File: src/rtl/key_map_pkg.sv
// Shared types and constants for the key action mapper: channel FSM state
// encoding, PS/2 set-2 scan codes and the default WASD/space channel map.
package key_map_pkg;

  typedef logic [1:0] key_state_t;

  localparam key_state_t ST_IDLE   = 2'd0;
  localparam key_state_t ST_DELAY  = 2'd1;
  localparam key_state_t ST_REPEAT = 2'd2;

  localparam logic [8:0] KC_W     = 9'h01D;
  localparam logic [8:0] KC_A     = 9'h01C;
  localparam logic [8:0] KC_S     = 9'h01B;
  localparam logic [8:0] KC_D     = 9'h023;
  localparam logic [8:0] KC_SPACE = 9'h029;

  // Channel 0 sits in the least significant nine bits.
  localparam logic [44:0] KEY_CODES_DEFAULT = {KC_SPACE, KC_D, KC_S, KC_A, KC_W};

  function automatic int max_int(input int a, input int b);
    return (a > b) ? a : b;
  endfunction

endpackage

File: src/rtl/key_typematic.sv
// One key channel: held-level sample register plus press pulse generator.
// Auto-repeat (DELAY/REPEAT states and counter) exists only with KEY_REPEAT_EN.
module key_typematic
  import key_map_pkg::*;
#(
  parameter int REPEAT_DELAY  = 50,
  parameter int REPEAT_PERIOD = 10
) (
  input  logic clk,
  input  logic rst_p,
  input  logic sample,
  output logic held,
  output logic press
);

  if (REPEAT_DELAY < 1 || REPEAT_PERIOD < 1) begin : g_bad_param
    $error("key_typematic: REPEAT_DELAY and REPEAT_PERIOD must be >= 1");
  end

  logic held_r;
  logic press_r;

  assign held  = held_r;
  assign press = press_r;

`ifdef KEY_REPEAT_EN
  localparam int CNT_W = $clog2(max_int(REPEAT_DELAY, REPEAT_PERIOD) + 1);
  // Counters count down to zero, so the terminal edge is load value + 1 cycles later.
  localparam logic [CNT_W-1:0] DELAY_LOAD  = CNT_W'(REPEAT_DELAY - 1);
  localparam logic [CNT_W-1:0] PERIOD_LOAD = CNT_W'(REPEAT_PERIOD - 1);

  key_state_t       state_r;
  key_state_t       state_nxt_s;
  logic [CNT_W-1:0] cnt_r;
  logic [CNT_W-1:0] cnt_nxt_s;
  logic             press_nxt_s;

  // Typematic next state: a low sample always returns to IDLE with a clear counter.
  always_comb begin
    state_nxt_s = state_r;
    cnt_nxt_s   = cnt_r;
    press_nxt_s = 1'b0;
    if (!sample) begin
      state_nxt_s = ST_IDLE;
      cnt_nxt_s   = '0;
    end else begin
      case (state_r)
        ST_IDLE: begin
          press_nxt_s = 1'b1;
          cnt_nxt_s   = DELAY_LOAD;
          state_nxt_s = ST_DELAY;
        end
        ST_DELAY: begin
          if (cnt_r == '0) begin
            press_nxt_s = 1'b1;
            cnt_nxt_s   = PERIOD_LOAD;
            state_nxt_s = ST_REPEAT;
          end else begin
            cnt_nxt_s = cnt_r - CNT_W'(1);
          end
        end
        ST_REPEAT: begin
          if (cnt_r == '0) begin
            press_nxt_s = 1'b1;
            cnt_nxt_s   = PERIOD_LOAD;
          end else begin
            cnt_nxt_s = cnt_r - CNT_W'(1);
          end
        end
        default: begin
          state_nxt_s = ST_IDLE;
          cnt_nxt_s   = '0;
        end
      endcase
    end
  end

  // Channel state, counter and registered outputs.
  always_ff @(posedge clk or negedge rst_p) begin
    if (!rst_p) begin
      held_r  <= 1'b0;
      press_r <= 1'b0;
      state_r <= ST_IDLE;
      cnt_r   <= '0;
    end else begin
      held_r  <= sample;
      press_r <= press_nxt_s;
      state_r <= state_nxt_s;
      cnt_r   <= cnt_nxt_s;
    end
  end
`else
  // Held level and rising-edge press pulse only.
  always_ff @(posedge clk or negedge rst_p) begin
    if (!rst_p) begin
      held_r  <= 1'b0;
      press_r <= 1'b0;
    end else begin
      held_r  <= sample;
      press_r <= sample & ~held_r;
    end
  end
`endif

endmodule

File: src/rtl/key_action_mapper.sv
// Maps NUM_KEYS scan codes to held/press channels and tracks the most
// recently pressed mapped key. Auto-repeat is built when KEY_REPEAT_EN is defined.
module key_action_mapper
  import key_map_pkg::*;
#(
  parameter int                    NUM_KEYS      = 5,
  parameter logic [NUM_KEYS*9-1:0] KEY_CODES     = KEY_CODES_DEFAULT,
  parameter int                    REPEAT_DELAY  = 50,
  parameter int                    REPEAT_PERIOD = 10
) (
  input  logic                                               clk,
  input  logic                                               rst_p,
  input  logic [511:0]                                       key_down,
  input  logic [8:0]                                         last_change,
  input  logic                                               key_valid,
  output logic [NUM_KEYS-1:0]                                key_held,
  output logic [NUM_KEYS-1:0]                                key_press,
  output logic [((NUM_KEYS > 1) ? $clog2(NUM_KEYS) : 1)-1:0] last_idx,
  output logic                                               last_vld
);

  localparam int LIDX_W = (NUM_KEYS > 1) ? $clog2(NUM_KEYS) : 1;

  logic [NUM_KEYS-1:0] sample_s;
  logic [NUM_KEYS-1:0] held_s;
  logic [NUM_KEYS-1:0] press_s;

  for (genvar i = 0; i < NUM_KEYS; i++) begin : g_chan
    assign sample_s[i] = key_down[KEY_CODES[9*i +: 9]];

    key_typematic #(
      .REPEAT_DELAY  (REPEAT_DELAY),
      .REPEAT_PERIOD (REPEAT_PERIOD)
    ) u_typematic (
      .clk    (clk),
      .rst_p  (rst_p),
      .sample (sample_s[i]),
      .held   (held_s[i]),
      .press  (press_s[i])
    );
  end

  assign key_held  = held_s;
  assign key_press = press_s;

  logic              hit_s;
  logic [LIDX_W-1:0] hit_idx_s;
  logic              last_fall_s;
  logic              press_ev_s;
  logic [LIDX_W-1:0] last_idx_r;
  logic              last_vld_r;

  // Lowest matching channel for last_change, and release of the tracked key
  // this cycle (its held level is about to fall).
  always_comb begin
    hit_s       = 1'b0;
    hit_idx_s   = '0;
    last_fall_s = 1'b0;
    for (int i = NUM_KEYS - 1; i >= 0; i--) begin
      hit_idx_s   = (last_change == KEY_CODES[9*i +: 9]) ? LIDX_W'(i) : hit_idx_s;
      hit_s       = hit_s | (last_change == KEY_CODES[9*i +: 9]);
      last_fall_s = last_fall_s |
                    ((last_idx_r == LIDX_W'(i)) & held_s[i] & ~sample_s[i]);
    end
  end

  assign press_ev_s = key_valid & key_down[last_change] & hit_s;

  // Last-pressed tracking; a new press outranks a simultaneous release.
  always_ff @(posedge clk or negedge rst_p) begin
    if (!rst_p) begin
      last_idx_r <= '0;
      last_vld_r <= 1'b0;
    end else if (press_ev_s) begin
      last_idx_r <= hit_idx_s;
      last_vld_r <= 1'b1;
    end else if (last_fall_s) begin
      last_vld_r <= 1'b0;
    end
  end

  assign last_idx = last_idx_r;
  assign last_vld = last_vld_r;

endmodule

File: config.mk
export PLATFORM = sky130hd
export DESIGN_NAME = key_action_mapper
export DESIGN_NICKNAME = d
export VERILOG_FILES = /design/src/rtl/key_map_pkg.sv /design/src/rtl/key_typematic.sv /design/src/rtl/key_action_mapper.sv
export SDC_FILE = /design/constraint.sdc
export NUM_CORES = 1
export LEC_CHECK = 0
export CAP_MARGIN = 0
export CORE_AREA = 2 2 208 210
export DETAILED_ROUTE_END_ITERATION = 12
export DIE_AREA = 0 0 210 212
export PLACE_DENSITY_LB_ADDON = 0.12
export SLEW_MARGIN = 20
export SYNTH_ARGS = -nofsm -noshare
export SYNTH_HDL_FRONTEND = slang
export SYNTH_HIERARCHICAL = 1
export SYNTH_SLANG_ARGS = --single-unit
File: constraint.sdc
create_clock -name clk -period 1.44 [get_ports clk]
set_input_delay 0.288 -clock clk [delete_from_list [all_inputs] [get_ports clk]]
set_output_delay 0.288 -clock clk [all_outputs]
set_load 0.03 [all_outputs]
# ---- Word-level counts from Yosys, hierarchy flattened
# Index checks and enable logic that the tools add are counted.
dict set report classes {
  order_cmp 1
  bitwise_logic 35
  eq_ne 9
  n_mux 9
  reduce_logical 2
}
# op count
set ops {}
lappend ops {{== test 9 x 5 -> 1 bit (second input constant)} 3}
lappend ops {{== test 9 x 6 -> 1 bit (second input constant)} 2}
lappend ops {{bitwise AND 1 bit} 17}
lappend ops {{2-to-1 mux 3 bit} 5}
lappend ops {{less-than comparator 9 x 10 -> 1 bit (second input constant)} 1}
lappend ops {{NOT 1 bit} 10}
lappend ops {{binary-select mux 1 bit (select 9 bit)} 1}
lappend ops {{OR 1 bit} 8}
lappend ops {{== test 3 x 2 -> 1 bit (second input constant)} 2}
lappend ops {{== test 3 x 1 -> 1 bit (second input constant)} 1}
lappend ops {{== test 3 bit (second input constant)} 1}
lappend ops {{logical NOT 3 bit} 1}
lappend ops {{2-to-1 mux 1 bit} 3}
lappend ops {{nonzero test 2 bit} 1}
dict set report word_totals {
  reg_bits 14
}

# ---- Longest topological paths before layout
dict set report logic_depth {
  depth_word 9
  ltp_mapped 13
  depth_no_buf 9
}

# ---- By module
# Netlist, hierarchy kept.
# module n_inst area_each_um2 seq_area_each_um2 cells_per_inst
set modules_own_cells {}
lappend modules_own_cells {key_action_mapper 1 2630.0 100.1 273}
lappend modules_own_cells {key_typematic 5 63.8 50.0 3}

# ---- Worst setup path before layout
# No wires, ideal clock.
dict set report synth_path {
  path_kind {input-to-reg}
  start {input last_change[0]}
  end {register last_idx_r[2] (netlist: last_idx[2])}
  t_required_ns 1.318
  path_slack_ns -0.897
  cell_stages 10
  arrival_time_ns 2.215
  cell_sequence {buf_6 buf_8 buf_6 buf_6 mux4_2 mux2i_1 o21ai_0 nor4_1 o32ai_1 a32o_1}
}
dict set report synth_between {
  elab_chain_cells 6
}
# item line
set synth_lines {}
lappend synth_lines {{from (decl)} key_action_mapper.sv:14} ;# input logic [8:0] last_change,
lappend synth_lines {{branches (longest 6 deep; another with binary-select mux 1 bit (select 9 bit))} --}
lappend synth_lines {{to (signal assigned)} key_action_mapper.sv:75} ;# last_idx_r <= hit_idx_s;
lappend synth_lines {{to (decl)} key_action_mapper.sv:50} ;# logic [LIDX_W-1:0] last_idx_r;
# Parallel ways; which one is timed is not known. The select of a mux whose other input is x is not followed.
# A chain may end at the register's enable or synchronous reset.

# ---- Worst setup path after layout
dict set report layout_path {
  start {input key_down[6]}
  end {register last_idx_r[0] (netlist: last_idx[0])}
}
dict set report layout_between {
  elab_chain_cells 4
}
# item line
set layout_lines {}
lappend layout_lines {{from (decl)} key_action_mapper.sv:13} ;# input logic [511:0] key_down,
lappend layout_lines {{binary-select mux 1 bit (select 9 bit)} key_action_mapper.sv:67} ;# assign press_ev_s = key_valid & key_down[last_change] & hit_s;
lappend layout_lines {{2-to-1 mux 1 bit (not written as such)} key_action_mapper.sv:67}
lappend layout_lines {{bitwise AND 1 bit (2 in series)} key_action_mapper.sv:67}
# Every way passes these cells. The select of a mux whose other input is x is not followed.

==> results_tabular.tex <==
\begin{tabular}{lr}
\hline
Metric & Value \\
\hline
\multicolumn{2}{l}{\textbf{Timing}} \\
Slack of the critical path & -0.865 ns \\
Tightest Pin Transition & 0.380 ns \\
Relative slew margins & $\sim$74\% \\
Setup violations, final & 4 \\
Final period demand of the worst path & 2.30 ns \\
Highest clock frequency the design can meet & between 400 and 500 MHz \\
Period utilization & 160\% \\
Number of slew-limit violations in the final report & 0 \\
Number of hold violations in the final report & 0 \\
RSZ-0062 raised after global routing & true \\
Worst Clk Skew & 0.00466 ns \\
Final Hold Slack & between 0.3 and 0.4 ns \\
Total negative setup slack & -3.08 ns \\
\multicolumn{2}{l}{\textbf{Detailed routing}} \\
Average vias per placed instance & 3.35 \\
Average wire per standard cell & 18.3 µm \\
Pre-Repair DR Iteration Count & 4 \\
Post-route ant nets & 0 \\
Post-route DRC violation count & 0 \\
Vias after detailed routing & 4072 \\
First DRT Iteration DRCs & 101 \\
DRT Wirelength & 22200 µm \\
\multicolumn{2}{l}{\textbf{Setup path}} \\
Element type at the critical path start & primary input \\
Count of buffering cells on the critical path with inverters included & 1 \\
Required time of the worst setup path & 1.56 ns \\
Critical path fanouts, max & 4 \\
Slowest cell on the critical path & sky130\_fd\_sc\_hd\_\_clkdlybuf4s50\_1 \\
Delay of the slowest cell on the worst path & between 0.4 and 0.5 ns \\
Setup crit end kind & flip-flop \\
RR Startpoint & g\_chan[0].u\_typematic/held \\
Ordered cell list for the critical path & clkdlybuf4s50\_1 -> mux2i\_1 -> a22oi\_2 -> a31oi\_4 -> a311oi\_2 -> a31o\_1 -> nor3\_4 -> or3\_4 -> mux2\_4 \\
Top Family by Delay on Critical Path & compound AO/OA/AOI/OAI gates \\
Worst setup path startpoint & key\_down[6] \\
Worst setup path class & primary input to flip-flop \\
Arrival time reported for the critical path endpoint & 2.43 ns \\
\multicolumn{2}{l}{\textbf{Final layout}} \\
Utilization of the core after routing & 18.9\% \\
Share of layout cells above drive strength 1 & 37.1\% \\
Area of all sequential standard cells & 350 µm² \\
Fill count & 4684 \\
Post-layout nets & 1194 \\
Area growth from synthesis to final layout & 172\% \\
Area of the multi-input gates & $\sim$0.0029 mm² \\
Antenna cells & 0 \\
\multicolumn{2}{l}{\textbf{Clock network}} \\
Clk Tree Root Cell & sky130\_fd\_sc\_hd\_\_clkbuf\_16 \\
Maximum number of buffers from clock root to sink & 2 \\
Count of H-tree levels built during CTS & 1 \\
\# hold bufs at CTS & 0 \\
CTS tree & done \\
Number of buffers added by the clock tree synthesis step & 3 \\
Latest clock arrival within the worst-skew pair & 0.24 ns \\
Clock-pin slew on the worst setup and hold paths & 0.05 ns \\
TritonCTS sink count & 14 \\
\multicolumn{2}{l}{\textbf{Synth}} \\
Number of distinct standard cells referenced by the synthesized netlist & 46 \\
Mean cell area of the mapped netlist & 10.2 µm² \\
Proportion of synthesized chip area in sequential cells & 11.9\% \\
Synth async-reset ratio & 100\% \\
Total of flip-flops plus latches after synthesis & 14 \\
Number of standard cells after synthesis & 288 \\
Warnings from Yosys & 6 \\
Main synth FF type & sky130\_fd\_sc\_hd\_\_dfrtp\_1 \\
Number of enable flip-flop cells after synthesis & 0 \\
Post-Syn Nets & 812 \\
Synthesized cell area & 0.00295 mm² \\
\multicolumn{2}{l}{\textbf{Die}} \\
Die Y-Extent & 212 µm \\
I/O pin cnt & between 500 and 600 \\
Area of the core & around 0.043 mm² \\
Die area & 0.0445 mm² \\
Initial standard-cell utilization of the core & 6.94\% \\
Total number of placement rows & 76 \\
Width of the chip & 210 µm \\
\multicolumn{2}{l}{\textbf{Power and ir drop}} \\
Clock network fraction of design power & between 10\% and 20\% \\
Sequential Power Share & 12.9\% \\
P per Cell Area & about 410 mW/mm² \\
Cell-internal power & 2.23 mW \\
Leakage component of the power & between 3 and 4 nW \\
Part of the power in combinational logic & between 60 and 70\% \\
Worst supply voltage drop on vdd & 0.359 mV \\
Switching pwr & 1.02 mW \\
Switching fraction of total power & 31.3\% \\
\multicolumn{2}{l}{\textbf{GRT}} \\
Initial antenna violation count & 5 \\
First-pass GRT wire length & roughly 31000 µm \\
Overflow left after global routing & 0 \\
Global-route usage over all layers & 9.46\% \\
Maximum number of pins on one net before global-route repair & 16 \\
Number of global-route vias before repair & 4570 \\
\multicolumn{2}{l}{\textbf{Outcome}} \\
Outcome & finished with violations \\
Violated checks & setup timing \\
\multicolumn{2}{l}{\textbf{Run}} \\
Max-cap violation count & 0 \\
\multicolumn{2}{l}{\textbf{Placement}} \\
Global placement routability congestion & $\sim$0.74 \\
Placed wire-length estimate & 19800 µm \\
Count of buffers inserted at the top-level ports & 281 \\
\multicolumn{2}{l}{\textbf{Min path}} \\
Classification of the worst-slack hold path & primary input to async pin \\
\hline
\end{tabular}
-- Yosys cell counts, types with 2 or more instances --
library cell	count	area (µm²)
sky130_fd_sc_hd__mux2i_1	67	671
sky130_fd_sc_hd__mux4_2	34	766
sky130_fd_sc_hd__a22oi_1	26	195
sky130_fd_sc_hd__nand2_1	23	86.3
sky130_fd_sc_hd__dfrtp_1	14	350
sky130_fd_sc_hd__a21oi_1	11	55.1
sky130_fd_sc_hd__nand3_1	11	55.1
sky130_fd_sc_hd__buf_2	8	40.0
sky130_fd_sc_hd__nor2_1	8	30.0
sky130_fd_sc_hd__buf_6	6	67.6
sky130_fd_sc_hd__clkbuf_1	6	22.5
sky130_fd_sc_hd__a31oi_1	5	31.3
sky130_fd_sc_hd__nand2b_1	5	31.3
sky130_fd_sc_hd__nor2b_1	5	31.3
sky130_fd_sc_hd__nor2b_4	5	68.8
sky130_fd_sc_hd__inv_1	4	15.0
sky130_fd_sc_hd__nand4_1	4	25.0
sky130_fd_sc_hd__o21ai_0	4	20.0
sky130_fd_sc_hd__a311oi_1	3	26.3
sky130_fd_sc_hd__buf_12	3	60.1
sky130_fd_sc_hd__nor3_1	3	15.0
sky130_fd_sc_hd__nor4_1	3	18.8
sky130_fd_sc_hd__a32oi_1	2	17.5
sky130_fd_sc_hd__and3_1	2	12.5
sky130_fd_sc_hd__buf_4	2	15.0
sky130_fd_sc_hd__mux2_4	2	30.0
sky130_fd_sc_hd__nand3b_1	2	15.0
sky130_fd_sc_hd__o32ai_1	2	17.5
-- power groups by stage --
stage | sequential (mW) | clock, mW | combinational [mW]
floorplan | 0.461 | 0 | 0.634
global placement | 0.425 | 0 | 2.02
detailed placement | 0.426 | 0 | 2.03
CTS | 0.419 | 0.603 | 2.20
global route | 0.421 | 0.623 | 2.39
finish | 0.418 | 0.589 | 2.24
-- cell usage in the layout (no fill, tap or decap), types with 5 or more instances in the layout --
master                              n
sky130_fd_sc_hd__nand2_1           21
sky130_fd_sc_hd__mux2i_2           17
sky130_fd_sc_hd__dlygate4sd2_1     25
sky130_fd_sc_hd__nand3_1            9
sky130_fd_sc_hd__dlymetal6s2s_1    15
sky130_fd_sc_hd__a22oi_1           17
sky130_fd_sc_hd__mux2i_4           18
sky130_fd_sc_hd__nand2b_1           5
sky130_fd_sc_hd__buf_12            14
sky130_fd_sc_hd__buf_4            107
sky130_fd_sc_hd__nor2b_4            7
sky130_fd_sc_hd__a22oi_2            9
sky130_fd_sc_hd__a21oi_1            8
sky130_fd_sc_hd__mux2i_1           32
sky130_fd_sc_hd__dfrtp_1           14
sky130_fd_sc_hd__nor2_1             7
sky130_fd_sc_hd__clkdlybuf4s50_1  234
sky130_fd_sc_hd__mux4_2            34
-- layer usage --
metal,global-route usage (%),vias up,part of all wire [%]
li1,-,1938,-
met1,13.2,1926,47
met2,15.4,188,45
met3,2.47,12,7.2
met4,0.538,8,0.45
met5,0,-,0.18
-- repair_timing --
action,in CTS,in global routing
cloned,3,1
resized for setup,89,62
pin swaps,22,21
buffers inserted,13,5
endpoints found under the setup margin,14,4
-- final timing paths --
path                                                to  slack (ns)  cells past startpoint
max                                        last_idx[0]       -0.86                      9
min                         g_chan[0].u_typematic/held        0.37                      2
max reg2reg                                   last_vld        0.22                      5
min reg2reg                g_chan[3].u_typematic/press        0.52                      2
max in group asynchronous   g_chan[3].u_typematic/held        0.88                      2
min in group clk            g_chan[3].u_typematic/held        0.44                      2
-- state kept, by name, summed over array words and instances (netlist names) --
signal	flops
g_chan.u_typematic/press	5
last_idx	3
g_chan.u_typematic/held	5
last_vld	1
-- metrics by stage --
step	instance area (µm²)	power (mW)	std cells	setup WS [ns]
2_1_floorplan	3010	1.10	288	-0.809
3_3_place_gp	7210	2.44	1201	-1.55
3_5_place_dp	7210	2.45	1201	-1.50
4_1_cts	7760	3.23	1215	-0.915
5_1_grt	8010	3.43	1215	-0.943
6_report	8010	3.25	1215	-0.865
-- kinds of logic after synthesis --
group                  count (synthesis)  share of synthesized area [%]
AND/OR/NAND/NOR                       77                           14.8
multiplexers                         104                           50.1
buffers and inverters                 31                           8.10
AO/OA/AOI/OAI                         62                           15.1
flip-flops                            14                           11.9
-- final cells by class --
| type | instances | share of cell area [%] |
|---|---|---|
| tap | 546 | 8.53 |
| inverter | 4 | 0.187 |
| sequential | 14 | 4.37 |
| timing repair buffer | 403 | 50.0 |
| multi-input combinational | 244 | 35.8 |
| clock buffer | 4 | 1.11 |
Note: power is estimated with default switching activity, not from simulation.
